==> src/rtl/text_overlay_typewriter.sv <==
// Text overlay generator: loadable 4-bit character buffer rendered through a
// 5x7 glyph ROM at a fixed screen position, with an optional typewriter reveal
// (one character every FRAMES_PER_CHAR frames) and a blinking block cursor.
// draw/rgb are registered one cycle after the x/y/active inputs.
module text_overlay_typewriter #(
   parameter int         NUM_CHARS       = 12,
   parameter int         SCALE_LOG2      = 1,
   parameter int         TEXT_X0         = 248,
   parameter int         TEXT_Y0         = 325,
   parameter int         FRAMES_PER_CHAR = 4,
   parameter int         BLINK_FRAMES    = 16,
   parameter logic [5:0] COLOR           = 6'b110110
) (
   input  logic       clk,
   input  logic       rst,
   input  logic [9:0] x,
   input  logic [9:0] y,
   input  logic       active,
   input  logic       frame_start,
   input  logic       tw_en,
   input  logic       tw_restart,
   input  logic       wr_en,
   input  logic [3:0] wr_addr,
   input  logic [3:0] wr_code,
   output logic       draw,
   output logic [5:0] rgb,
   output logic       tw_done
);

   localparam int FW = (FRAMES_PER_CHAR > 1) ? $clog2(FRAMES_PER_CHAR) : 1;
   localparam int BW = (BLINK_FRAMES > 1) ? $clog2(BLINK_FRAMES) : 1;
   localparam logic [3:0] CURSOR_CODE = 4'd15;

   typedef enum logic [1:0] {SHOW, TYPE, DONE} state_t;

   // Power-on message "WATERLOO ENG"; slots past the message stay blank.
   function automatic logic [3:0] init_code(input int i);
      logic [3:0] c;
      case (i)
         0: c = 4'd1;   1: c = 4'd2;   2: c = 4'd3;   3: c = 4'd4;
         4: c = 4'd5;   5: c = 4'd6;   6: c = 4'd7;   7: c = 4'd7;
         8: c = 4'd0;   9: c = 4'd4;  10: c = 4'd8;  11: c = 4'd9;
         default: c = 4'd0;
      endcase
      return (i < NUM_CHARS) ? c : 4'd0;
   endfunction

   // 5x7 glyph ROM; row 0 sits in the top five bits, MSB is the leftmost column.
   function automatic logic [4:0] glyph_row(input logic [3:0] code, input logic [2:0] r);
      logic [34:0] g;
      int          base;
      case (code)
         4'd1:    g = {5'h11, 5'h11, 5'h11, 5'h15, 5'h15, 5'h1B, 5'h11};
         4'd2:    g = {5'h0E, 5'h11, 5'h11, 5'h1F, 5'h11, 5'h11, 5'h11};
         4'd3:    g = {5'h1F, 5'h04, 5'h04, 5'h04, 5'h04, 5'h04, 5'h04};
         4'd4:    g = {5'h1F, 5'h10, 5'h10, 5'h1E, 5'h10, 5'h10, 5'h1F};
         4'd5:    g = {5'h1E, 5'h11, 5'h11, 5'h1E, 5'h14, 5'h12, 5'h11};
         4'd6:    g = {5'h10, 5'h10, 5'h10, 5'h10, 5'h10, 5'h10, 5'h1F};
         4'd7:    g = {5'h0E, 5'h11, 5'h11, 5'h11, 5'h11, 5'h11, 5'h0E};
         4'd8:    g = {5'h11, 5'h19, 5'h15, 5'h15, 5'h13, 5'h11, 5'h11};
         4'd9:    g = {5'h0E, 5'h11, 5'h10, 5'h17, 5'h11, 5'h11, 5'h0E};
         4'd15:   g = {7{5'h1F}};
         default: g = '0;
      endcase
      base = (6 - int'(r)) * 5;
      return (r > 3'd6) ? 5'h00 : g[base +: 5];
   endfunction

   logic [3:0]    buf_q [16];
   state_t        state_q;
   logic [4:0]    reveal_q;
   logic [FW-1:0] frame_q;
   logic          done_q;
   logic [BW-1:0] blink_cnt_q;
   logic          blink_q;
   logic          draw_q;
   logic [5:0]    rgb_q;

   logic [9:0] rel_x, rel_y, col, row, idx, gcol;
   logic       in_box, show_all;
   logic [3:0] code_d;
   logic [4:0] bits, shifted;
   logic       hit_d;

   // Character buffer: reset reloads the message, writes past NUM_CHARS are dropped.
   always_ff @(posedge clk or posedge rst) begin
      if (rst) begin
         for (int i = 0; i < 16; i++) buf_q[i] <= init_code(i);
      end else if (wr_en && ({1'b0, wr_addr} < 5'(NUM_CHARS))) begin
         buf_q[wr_addr] <= wr_code;
      end
   end

   // Pixel hit test: map screen position to character cell and glyph bit.
   always_comb begin
      rel_x    = x - 10'(TEXT_X0);
      rel_y    = y - 10'(TEXT_Y0);
      col      = rel_x >> SCALE_LOG2;
      row      = rel_y >> SCALE_LOG2;
      idx      = col / 10'd6;
      gcol     = col % 10'd6;
      in_box   = (y >= 10'(TEXT_Y0)) && (row < 10'd7) &&
                 (x >= 10'(TEXT_X0)) && (idx < 10'(NUM_CHARS));
      show_all = !tw_en || (state_q != TYPE);
      code_d   = 4'd0;
      if (show_all || (idx < {5'd0, reveal_q})) begin
         code_d = buf_q[idx[3:0]];
      end else if (idx == {5'd0, reveal_q}) begin
         code_d = blink_q ? CURSOR_CODE : 4'd0;
      end
      bits    = glyph_row(code_d, row[2:0]);
      shifted = bits << gcol[2:0];
      hit_d   = active && in_box && (gcol < 10'd5) && shifted[4];
   end

   // Output register: one cycle of latency from the pixel coordinates.
   always_ff @(posedge clk or posedge rst) begin
      if (rst) begin
         draw_q <= 1'b0;
         rgb_q  <= 6'd0;
      end else begin
         draw_q <= hit_d;
         rgb_q  <= hit_d ? COLOR : 6'd0;
      end
   end

   // Typewriter FSM: a restart pulse beats a coincident frame_start.
   always_ff @(posedge clk or posedge rst) begin
      if (rst) begin
         state_q  <= SHOW;
         reveal_q <= 5'd0;
         frame_q  <= '0;
         done_q   <= 1'b0;
      end else if (tw_en && tw_restart) begin
         state_q  <= TYPE;
         reveal_q <= 5'd0;
         frame_q  <= '0;
         done_q   <= 1'b0;
      end else if (frame_start) begin
         if (!tw_en) begin
            state_q <= SHOW;
            done_q  <= 1'b0;
         end else begin
            case (state_q)
               SHOW: begin
                  state_q  <= TYPE;
                  reveal_q <= 5'd0;
                  frame_q  <= '0;
               end
               TYPE: begin
                  if (frame_q == FW'(FRAMES_PER_CHAR - 1)) begin
                     frame_q  <= '0;
                     reveal_q <= reveal_q + 5'd1;
                     if (reveal_q + 5'd1 == 5'(NUM_CHARS)) begin
                        state_q <= DONE;
                        done_q  <= 1'b1;
                     end
                  end else begin
                     frame_q <= frame_q + 1'b1;
                  end
               end
               DONE:    done_q  <= 1'b1;
               default: state_q <= SHOW;
            endcase
         end
      end
   end

   // Cursor blink: free-running over frame_start in every state.
   always_ff @(posedge clk or posedge rst) begin
      if (rst) begin
         blink_cnt_q <= '0;
         blink_q     <= 1'b1;
      end else if (frame_start) begin
         if (blink_cnt_q == BW'(BLINK_FRAMES - 1)) begin
            blink_cnt_q <= '0;
            blink_q     <= ~blink_q;
         end else begin
            blink_cnt_q <= blink_cnt_q + 1'b1;
         end
      end
   end

   assign draw    = draw_q;
   assign rgb     = rgb_q;
   assign tw_done = done_q;

endmodule
==> config.mk <==
export PLATFORM = sky130hd
export DESIGN_NAME = text_overlay_typewriter
export DESIGN_NICKNAME = d
export VERILOG_FILES = /design/src/rtl/text_overlay_typewriter.sv
export SDC_FILE = /design/constraint.sdc
export NUM_CORES = 1
export LEC_CHECK = 0
export BUFFER_PORTS_ARGS = -buffer_cell sky130_fd_sc_hd__buf_2
export CAP_MARGIN = 30
export CORE_MARGIN = 4
export CORE_UTILIZATION = 51
export DETAILED_ROUTE_END_ITERATION = 10
export PLACE_DENSITY = 0.67
export SYNTH_ARGS = -nofsm -noshare
export SYNTH_HDL_FRONTEND = slang
export SYNTH_SLANG_ARGS = --single-unit
==> constraint.sdc <==
create_clock -name clk -period 14 [get_ports clk]
set_input_delay 0.7 -clock clk [delete_from_list [all_inputs] [get_ports clk]]
set_output_delay 0.7 -clock clk [all_outputs]
set_load 0.01 [all_outputs]
==> reports/metrics.yaml <==
clock_network:
  cts_tree: "built"
  cts-root-buf: "clkbuf_16"
  cts.repair.resized: 0
  clock_latency_ns: 0.34
  post_cts_buffers: 0
  cts_buffer_depth: 2
  htreeDepth: 3
  cts_made_buffers: 9
  cts.sinks: 80
  clk_pin_slew_ns: 0.06
  hold_buffers: 0
setup_path:
  path_class: "in -> reg"
  start_kind: "primary input"
  crit_path_end: "rgb[4]"
  reg2reg_slack_ns: 8.21
  rr_worst_depth: 18
  arrival_ns: 11.22
  worstSetupEndpointType: "flop"
  critPathMaxStageDelay_ns: 0.78
  cp_max_fo: 16
  required_ns: 14.22
  slowest_stage: "o311ai_1"
  r2r_end: "rgb[4]"
  cp-startpoint: "x[3]"
  r2r_start: "reveal_q[2]"
synthesis:
  ys_ff_latch: 80
  ys_warn_count: 0
  syn_inst: 951
  synth_top_area_cell: "dfrtp_1"
  synthArstFlopShare_pct: 100
  netlist_top_cells_area: "dfrtp_1 19%, mux2_2 7.6%, dfstp_2 6.7%, ha_1 4.5%, nor2_1 4.1%"
  synth_edf_count: 0
  syn_avg_cell_area_sq_um: 8.23
  syn_area_sq_um: 7830
  synth-main-ff-cell: "dfrtp_1"
  ys_seq_area_share_pct: 25.9
  yosys.area.top_type_share_pct: 19.2
  yosysUniqueCellTypes: 102
grt:
  antenna_found_initial: 0
  grt.overflow.total: 0
  grt_max_degree: 72
  grt_usage_pct: 24.6
  grt_pass1_wl_microns: 36100
  first_global_vias: 6951
floorplanning:
  placementRows: 45
  io-pin-count: 43
  core_sq_um: 15100
  die_w_microns: 132
  die_height_microns: 132
  start_util_pct: 51.9
  die_area_sq_um: 17400
sta:
  setup_slack_ns: 3.00
  rsz0062_at_grt: "no"
  drv_slew: 0
  finalCritPeriodShare_pct: 78.6
  setup_tns_ns: 0
  skew_ns: 0.00618
  setup_violations: 0
  timing.final.hold_violations: 0
  hold_slack_ns: 0.332
  worst_slew_pin_slew_ns: 1.07
  min_period_ns: 11.00
  max_freq_mhz: 90.9
  maxSlewHeadroom_pct: 28.8
layout:
  post-route-cell-area_sq_um: 8280
  area_delta_synth_final_pct: 5.79
  drive_gt1_share_pct: 18.0
  utilization_pct: 54.9
  nFillCells: 1455
  antennaDiodeCount: 0
  nets: 1000
route:
  drc: 0
  postRouteAntennaNets: 0
  post_drt_wl_per_cell_microns: 19.5
  drtIter0Drc: 935
  drt-total-wl_microns: 22000
  first_pass_iters: 6
  vias_per_cell: 6.75
  vias: 7616
placed_design:
  gp_congestion: 0.950
  dpl_cell_area_sq_um: 7980
  dp.final_hpwl_microns: 16200
  post-place-ws_ns: 2.95
  io_buffers: 39
power_and_ir_drop:
  power.density_nw_per_um2: 164
  ir_drop_uv: 100
  power_leakage_nw: 3.38
min_path:
  hold_path.class: "in -> async"
job:
  max-cap-violations: 0
outcome:
  status: "finished, final reports clean"
[power by group]
group | leakage, nW | internal [mW] | switching (mW)
clock network | 0.147 | 0.144 | 0.0941
logic | 2.24 | 0.289 | 0.521
registers | 0.986 | 0.284 | 0.0282
[critical path, delay by kind of cell]
kind	cells	cell delay, ns
buffers and inverters	4	0.80
and+or+nand+nor	7	2.12
adders and majority gates	3	1.06
xor gates and xnor gates	1	0.31
AOI/OAI and AO/OA	20	6.20
[layer usage]
layer  vias to the layer above  global-route usage [%]  wire length [microns]
li1                       3587                       -                      -
met1                      3568                    35.9                   9950
met2                       409                    37.3                   9630
met3                        52                    3.74                   1850
met4                         0                    7.93                    535
met5                         -                       0                      0
[cells by family after synthesis]
| group | count (synthesis) | share of synthesized area (%) |
|---|---|---|
| AO/OA/AOI/OAI | 304 | 29.2 |
| XOR/XNOR | 21 | 2.35 |
| adder cells (fa/ha/maj) | 29 | 4.73 |
| buffers and inverters | 118 | 6.56 |
| flip-flops | 80 | 25.9 |
| multiplexers | 76 | 10.7 |
| other | 1 | 0.0479 |
| AND/OR/NAND/NOR | 322 | 20.5 |
[sequential cells by signal, indices dropped and copies added (netlist names)]
| name | count |
|---|---|
| blink_cnt_q | 4 |
| blink_q | 1 |
| buf_q | 64 |
| frame_q | 2 |
| reveal_q | 5 |
| rgb | 1 |
| state_q | 2 |
| tw_done | 1 |
[worst min-delay path by stage]
stage,from,endpoint,slack (ns)
after floorplan,buf_q[11],buf_q[11],0.42
after global placement,buf_q[11],buf_q[11],0.36
after detailed placement,buf_q[4],buf_q[4],0.36
after CTS,rst,blink_cnt_q[3],0.33
after global routing,rst,blink_cnt_q[3],0.34
final,rst,blink_cnt_q[3],0.33
[cells in the final DEF (no fill, tap or decap), drive strengths merged, types with 5 or more instances in the layout]
master   synthesis  final
and2             7      7
a31o             5      5
buf             21     44
a2111oi          7      7
nand3           33     33
a221oi           6      6
clkbuf          50     12
nand2b           8      8
a211o            8      8
a311oi           6      6
a21oi           52     52
o221ai           7      7
mux2            53     53
a31oi            8      8
o21ai           51     51
nor2            87     87
mux2i           22     22
or3              6      6
a21o             7      7
o22ai           11     11
o211a            5      5
a22oi            9      9
dfrtp           60     60
o211ai          23     23
or2              5      5
and3            12     12
nor3            31     31
nand2           81     81
nor4            17     17
a211oi          13     13
nand4           16     16
ha              28     28
xor2             7      7
o311ai          11     11
inv             45     45
o31ai           20     20
clkinv           2      5
dfstp           20     20
o2111ai          7      7
xnor2           14     14
[synth_stat cells (5+ instances only)]
library cell and instances:
nor2_1 85, nand2_1 80, dfrtp_1 60, mux2_2 53
a21oi_1 51, clkbuf_1 50, inv_1 43, o21ai_0 40
nand3_1 33, nor3_1 29, ha_1 28, o211ai_1 23
mux2i_1 22, dfstp_2 20, nand4_1 16, o31ai_1 16
nor4_1 14, xnor2_1 14, a211oi_1 11, and3_1 11
o21ai_1 11, o22ai_1 10, a22oi_1 9, buf_2 8
buf_4 8, nand2b_1 8, a211o_1 7, a21o_1 7
a31oi_1 7, o2111ai_1 7, o221ai_1 7, xor2_1 7
a311oi_1 6, o311ai_1 6, or3_1 6, a221oi_1 5
o211a_1 5, o311ai_0 5
[stage by stage]
step	power, mW	instances
2_1_floorplan	0.919	952
3_3_place_gp	1.09	1111
3_5_place_dp	1.10	1113
4_1_cts	1.34	1129
5_1_grt	1.45	1129
6_report	1.36	1129
[area by class of cell]
cell class                      instances  area, sq um  share of cell area, %
Multi-Input combinational cell        754         5290                   63.9
Sequential cell                        80         2030                   24.5
Timing Repair Buffer                   44          250                   3.02
Clock buffer                           12          246                   2.98
Tap cell                              188          235                   2.84
Inverter                               47          178                   2.15
Clock inverter                          4         52.6                  0.635
(Power assumes the default switching activity.)
